## src/rtl/exp_ctrl.sv

```systemverilog
// LSB-first square-and-multiply controller for y = x^n mod 2^W; one cycle per COND, one per DONE.
// Each multiply state lasts until mul_ack (zero extra cycles if acked combinationally); start is ignored while busy.
module exp_ctrl #(
  parameter int W  = 16,
  parameter int NW = 8
) (
  input  logic          clk,
  input  logic          rst,
  input  logic          start,
  input  logic [W-1:0]  x,
  input  logic [NW-1:0] n,
  output logic          busy,
  output logic          done,
  output logic [W-1:0]  y,
  output logic          mul_req,
  output logic [W-1:0]  mul_a,
  output logic [W-1:0]  mul_b,
  input  logic          mul_ack,
  input  logic [W-1:0]  mul_p
);

  typedef enum logic [2:0] {
    S_INIT,
    S_COND,
    S_MULR,
    S_SQR,
    S_DONE
  } state_t;

  state_t        state;
  state_t        state_nxt;
  logic [W-1:0]  res;
  logic [W-1:0]  base;
  logic [W-1:0]  y_q;
  logic [NW-1:0] e;
  logic          e_last;

  // No bits above the LSB left: the multiply in MULR is the final one.
  assign e_last = (e[NW-1:1] == '0);

  always_ff @(posedge clk or negedge rst) begin
    if (!rst) begin
      state <= S_INIT;
    end else begin
      state <= state_nxt;
    end
  end

  always_comb begin
    state_nxt = state;
    busy      = (state != S_INIT);
    done      = 1'b0;
    mul_req   = 1'b0;
    mul_a     = '0;
    mul_b     = '0;
    case (state)
      S_INIT: begin
        if (start) state_nxt = S_COND;
      end
      S_COND: begin
        if (e == '0)     state_nxt = S_DONE;
        else if (e[0])   state_nxt = S_MULR;
        else             state_nxt = S_SQR;
      end
      S_MULR: begin
        mul_req = 1'b1;
        mul_a   = res;
        mul_b   = base;
        if (mul_ack) state_nxt = e_last ? S_DONE : S_SQR;
      end
      S_SQR: begin
        mul_req = 1'b1;
        mul_a   = base;
        mul_b   = base;
        if (mul_ack) state_nxt = S_COND;
      end
      S_DONE: begin
        done      = 1'b1;
        state_nxt = S_INIT;
      end
      default: state_nxt = S_INIT;
    endcase
  end

  // res is already final on entry to DONE, so bypass it onto y for that cycle.
  assign y = done ? res : y_q;

  always_ff @(posedge clk or negedge rst) begin
    if (!rst) begin
      res  <= '0;
      base <= '0;
      e    <= '0;
      y_q  <= '0;
    end else begin
      case (state)
        S_INIT: begin
          if (start) begin
            res  <= W'(1);
            base <= x;
            e    <= n;
          end
        end
        S_MULR: begin
          if (mul_ack) begin
            res <= mul_p;
            if (e_last) e <= '0;
          end
        end
        S_SQR: begin
          if (mul_ack) begin
            base <= mul_p;
            e    <= e >> 1;
          end
        end
        S_DONE: y_q <= res;
        default: ;
      endcase
    end
  end

endmodule

```

## config.mk

```make
export PLATFORM = sky130hd
export DESIGN_NAME = exp_ctrl
export DESIGN_NICKNAME = d
export VERILOG_FILES = /design/src/rtl/exp_ctrl.sv
export SDC_FILE = /design/constraint.sdc
export NUM_CORES = 1
export LEC_CHECK = 0
export BUFFER_PORTS_ARGS = -buffer_cell sky130_fd_sc_hd__buf_2
export CAP_MARGIN = 20
export CORE_UTILIZATION = 41
export DETAILED_ROUTE_END_ITERATION = 16
export PLACE_DENSITY = 0.69
export SYNTH_ARGS = -nofsm -noshare
export SYNTH_HDL_FRONTEND = slang
export SYNTH_SLANG_ARGS = --single-unit
```

## constraint.sdc

```tcl
create_clock -name clk -period 4.7 [get_ports clk]
set_input_delay 0.235 -clock clk [delete_from_list [all_inputs] [get_ports clk]]
set_output_delay 0.235 -clock clk [all_outputs]
set_load 0.05 [all_outputs]
```

==> results of run 1 <==
## state kept, by name, summed over array words and instances (netlist names)
| signal | flops |
|---|---|
| e | 8 |
| y_q | 16 |
| base | 16 |
| state | 3 |
| res | 16 |
## worst reg2reg max path, stage by stage (launching register included)
cell     delay [ns]
dfrtp_1        0.62
buf_4          0.35
or3b_4         0.47
a21oi_2        0.54
buf_4          0.34
nor2_1         0.07
a21oi_1        0.11
## synth_stat cells (all sizes together)
| cell | n |
|---|---|
| a211o | 1 |
| a21oi | 19 |
| a221oi | 1 |
| a22o | 15 |
| a22oi | 1 |
| a31oi | 1 |
| and2 | 16 |
| buf | 10 |
| clkbuf | 8 |
| dfrtp | 59 |
| inv | 5 |
| mux2 | 23 |
| mux2i | 33 |
| nand2 | 20 |
| nand2b | 3 |
| nand3 | 1 |
| nor2 | 32 |
| nor3 | 2 |
| nor3b | 2 |
| nor4 | 1 |
| o21ai | 8 |
| o21bai | 1 |
| o22ai | 1 |
| or3 | 1 |
| or3b | 1 |
## through the flow
stage | std cells | util (%) | area (sq um)
2_1_floorplan | 265 | - | 2890
3_3_place_gp | 442 | 50.5 | 3430
3_5_place_dp | 442 | 50.5 | 3430
4_1_cts | 459 | 53.5 | 3640
5_1_grt | 459 | 53.5 | 3640
6_report | 459 | 53.5 | 3640
## layout make-up
cell class | instances | area, sq um | area share [%]
well taps | 96 | 120 | 3.30
inverters | 5 | 18.8 | 0.516
repair buffers | 100 | 518 | 14.2
clock inverters | 5 | 52.6 | 1.45
flip-flops and latches | 59 | 1480 | 40.6
multi-input cells | 183 | 1310 | 36.0
clock buffers | 11 | 141 | 3.89
## logic make-up after synthesis
family	after synthesis
AOI/OAI and AO/OA	48
buffers and inverters	23
DFF	59
muxes	56
and+or+nand+nor	79
## layout by cell type (no fill, tap or decap), types with 3 or more instances in the layout
| cell | instances |
|---|---|
| mux2_2 | 23 |
| nor2_1 | 32 |
| clkbuf_8 | 10 |
| dfrtp_1 | 59 |
| buf_4 | 5 |
| inv_1 | 5 |
| nand2b_1 | 3 |
| clkinv_2 | 3 |
| a22o_1 | 15 |
| and2_1 | 16 |
| buf_2 | 94 |
| o21ai_0 | 8 |
| nand2_1 | 19 |
| mux2i_1 | 33 |
| a21oi_1 | 18 |
## per-layer routing
| metal | GRT usage (%) | wire length [um] |
|---|---|---|
| met1 | 30.4 | 3400 |
| met2 | 30.4 | 3210 |
| met3 | 4.43 | 466 |
| met4 | 8.94 | 105 |
| met5 | 0 | 0 |
## what timing repair did
action                                 in CTS  in global routing
endpoints found under the hold margin      23                  0
hold buffers                                1                  0
gates resized for setup                     0                  0
## path summary, 6_finish.rpt
| path | start | end | slack, ns | depth (start not counted) |
|---|---|---|---|---|
| worst min register to register | y_q[14] | y_q[14] | 0.49 | 1 |
| worst max-delay path | state[0] | y[0] | 1.91 | 3 |
| worst max register to register | state[0] | base[9] | 2.14 | 6 |
| min in group asynchronous | rst | y_q[5] | 0.42 | 2 |
| worst min-delay path | mul_p[14] | res[14] | 0.13 | 2 |
| max in group asynchronous | rst | e[3] | 3.41 | 3 |
==> reports/results.txt, run 1 <==
Clk_skew: 0.00445 ns
Vias in the first global route: 2255
Final Worst Setup Slack: 1.91 ns
FMAX: 0.358 GHz
RSZ-0062 raised after global routing: false
Final Cycle Share: 59.4%
First-pass GRT wire length: 11800 um
Area delta synth->final: 25.9%
I/O Buffers: 94
Pre-CTS setup slack: 2.17 ns
Vias: 2320
Fill count: 635
Largest family of logic cells by synthesized area: multiplexers
Pin count of the biggest net entering global routing: 37
Min cycle time layout: 2.79 ns
Skew-Pair Late Insertion Delay: 0.33 ns
Final wirelength: 7180 um
TNS Setup: 0 ns
Post-synthesis mux area share: 20.4%
Clock Root Buffer: clkbuf_8
Hold WS: 0.132 ns
Die footprint: 0.00738 sq mm
Cell variety after synth: 31
Post-Synth Adder-Cell Area: 0%
Worst hold-check path type: input port to register
Share of post-route cells with drive strength above 1: 39.4%
I/O Pins: 95
Antenna viol nets, final: 0
Top delay family on crit path: simple AND/OR/NAND/NOR gates
Sequential share of the synthesized area: 51.1%
Worst setup SP type: register
Syn Nets: 309
Initial Util: 42.5%
Synth area leader: dfrtp_1
Clock slew at reported path FFs: 0.07 ns
Syn_area_per_cell: 10.9 sq um
Layout Nets: 402
Largest cells by area after synthesis: dfrtp_1 51%, mux2i_1 11%, mux2_2 9.0%, a22o_1 4.5%, nor2_1 4.2%
Initial drt markers: 74
Yosys reg bits: 59
Final Max Tran Viols: 0
Cell Rows: 30
Die Height: 85.9 um
WS Path Type: register to primary output
CP Max Fanout: 17
Gpl congestion: 0.811
Residual DRC: 0
CP max stage delay: 0.95 ns
Avg WL per Cell: 15.6 um
CTS max path bufs: 2
Die Wd: 85.9 um
Data arrival time of the worst path: 2.56 ns
Endpoints failing setup: 0
Worst-Margin Slew: 1.04 ns
Final hold viol count: 0
Core area: 0.00679 sq mm
Router iterations before antenna repair: 4
Setup Fix Bufs, Post-CTS: 0
Dpl hpwl: 4850 um
Initial antenna violation count: 0
Yosys top cell area share: 51.1%
GRT overflow: 0
CP Data Required Time: 4.47 ns
CTS tree: done
Crit path capture type: primary output
Synth Area in Compound Gates: 11.4%
Inserted Diodes: 0
Synth warn: 0
Synth Area in XOR/XNOR: 0%
Status: complete, no violations
Vias per cell: 5.05
Slowest CP cell: nor3b_4
Cell area after synthesis: 0.00289 sq mm
Simple-gate share of the synthesized area: 13.2%
Max-cap violations: 0
Slew headroom: 30.4%
Num CTS Buffers: 9
Htree depth: 3
Critical path, cell by cell: nor3b_4 -> mux2_2 -> buf_2
Buf+Inv Stages, Crit Path: 1
Clock Sinks: 59
Mapped Cells: 265
All-Layer GR Usage: 21.0%
Power of run 1 is not shown: default switching activity piles up to over one toggle a cycle in this logic, so the estimate is an artifact.
==> run 2: changes to the inputs <==
PLACE_DENSITY = 0.72   (was 0.69)
clock period = 2.4 ns   (was 4.7 ns; I/O delays follow)
==> run 2 against run 1 <==
Sequential share of layout area decreased by 0.43 points. Via count grew 1.4%. Wire length fell by 1.6%. Global-route usage fell by 0.47 points. Worst hold slack got worse by 0.11 ns.
==> reports/results.txt, run 2 (synthesis results as in run 1) <==
Top delay family on crit path: buffers and inverters
Final Cycle Share: 89.2%
Residual DRC: 0
Core area: 0.00679 sq mm
R2R Path Start: e[6]
R2r endpoint: e[6]
Data arrival time of the worst path: 2.02 ns
Initial drt markers: 81
Inserted Diodes: 0
Hold Crit Endpoint: res[2]
Setup Fix Bufs, Post-CTS: 0
Fill count: 624
TNS Setup: 0 ns
First-pass GRT wire length: 11500 um
Status: complete, no violations
FMAX: 0.467 GHz
RSZ-0062 raised after global routing: false
Share of post-route cells with drive strength above 1: 39.7%
GRT overflow: 0
Initial antenna violation count: 0
Biggest regs: base: 16 flops, res: 16 flops, y_q: 16 flops
Clock slew at reported path FFs: 0.06 ns
Num CTS Buffers: 9
Clock Root Buffer: clkbuf_8
CP Max Fanout: 24
Gpl congestion: 0.781
Final Util: 54.1%
Max-cap violations: 0
Vias: 2353
Endpoints failing setup: 0
I/O Pins: 95
Crit path capture type: primary output
CP Data Required Time: 2.28 ns
Worst reg2reg path depth: 4
Final wirelength: 7070 um
Clk_skew: 0.00642 ns
Dpl hpwl: 5010 um
Avg WL per Cell: 15.2 um
Worst-Margin Slew: 0.677 ns
Worst setup SP type: register
Hold Path Depth: 2
Htree depth: 3
Pin count of the biggest net entering global routing: 33
Area delta synth->final: 27.3%
Layout Nets: 408
Initial Util: 42.5%
Final hold viol count: 0
CTS tree: done
Antenna viol nets, final: 0
Min cycle time layout: 2.14 ns
WS Path Type: register to primary output
Vias in the first global route: 2351
Router iterations before antenna repair: 4
Vias per cell: 5.07
All-Layer GR Usage: 20.5%
Buf+Inv Stages, Crit Path: 3
CTS max path bufs: 2
Commonest non-fill, non-tap cell in the layout: buf_2
R2R Setup Slk: 0.40 ns
Commonest non-fill, non-tap cells in the layout: 94 x buf_2, 59 x dfrtp_1, 33 x mux2i_1
Hold path startpoint: mul_p[2]
Skew-Pair Late Insertion Delay: 0.33 ns
Die Wd: 85.9 um
Slowest CP cell: dfrtp_1
CP max stage delay: 0.38 ns
Critical path, cell by cell: buf_4 -> nor3b_4 -> buf_4 -> mux2_2 -> buf_2
Cell Rows: 30
Die Height: 85.9 um
Critical Path Most Common Cell: buf_4
I/O Buffers: 94
Final Max Tran Viols: 0
Die footprint: 0.00738 sq mm
Worst hold-check path type: input port to register
Clock Sinks: 59
Slew headroom: 54.9%
run 2: cell types whose count changed in the layout (fill, tap and decap cells not counted), sizes merged:
cell and change:
buf +6, clkbuf +1, clkinv -1, clkinvlp -1
run 2: layout make-up:
type | instances | area [sq um] | area share [%]
Multi-Input combinational cell | 183 | 1310 | 35.6
Timing Repair Buffer | 106 | 576 | 15.7
Clock buffer | 12 | 135 | 3.68
Clock inverter | 3 | 40.0 | 1.09
Tap cell | 96 | 120 | 3.27
Sequential cell | 59 | 1480 | 40.2
Inverter | 5 | 18.8 | 0.511
run 2: through the flow:
step	worst slack, ns	hold WS [ns]	area (sq um)	instances
6_report	0.259	0.0207	3670	464
5_1_grt	0.145	0.00923	3670	464
4_1_cts	0.238	0.00916	3670	464
3_5_place_dp	0.395	0.205	3490	448
3_3_place_gp	0.505	0.193	3490	448
2_1_floorplan	0.260	-0.176	2890	265
run 2: worst reg2reg max path: cells and delay by family (launching register included):
family	cells	cell delay (ns)
muxes	1	0.40
DFF	1	0.40
AOI/OAI and AO/OA	2	0.67
and+or+nand+nor	1	0.41
run 2: how the worst max path moves through the flow:
| stage | start | to | depth (start not counted) |
|---|---|---|---|
| CTS | state[0] | y[1] | 5 |
| detailed placement | e[6] | e[6] | 4 |
| global placement | e[6] | e[1] | 4 |
| floorplan | state[2] | mul_b[10] | 6 |
| global route | state[0] | y[11] | 5 |
| finish | state[0] | y[3] | 5 |
run 2: metal layers:
| layer | global-route usage (%) | share of wire (%) | vias to the layer above |
|---|---|---|---|
| li1 | - | - | 1116 |
| met1 | 25.9 | 45 | 1171 |
| met2 | 34.1 | 50 | 60 |
| met3 | 5.00 | 4.2 | 6 |
| met4 | 7.58 | 1.2 | 0 |
| met5 | 0 | 0 | - |
run 2: what timing repair did:
action | 4_1_cts | 5_1_grt
gates resized for setup | 0 | 0
endpoints found under the hold margin | 28 | 0
hold buffers | 1 | 0
Power of run 2 is left out for the same reason.
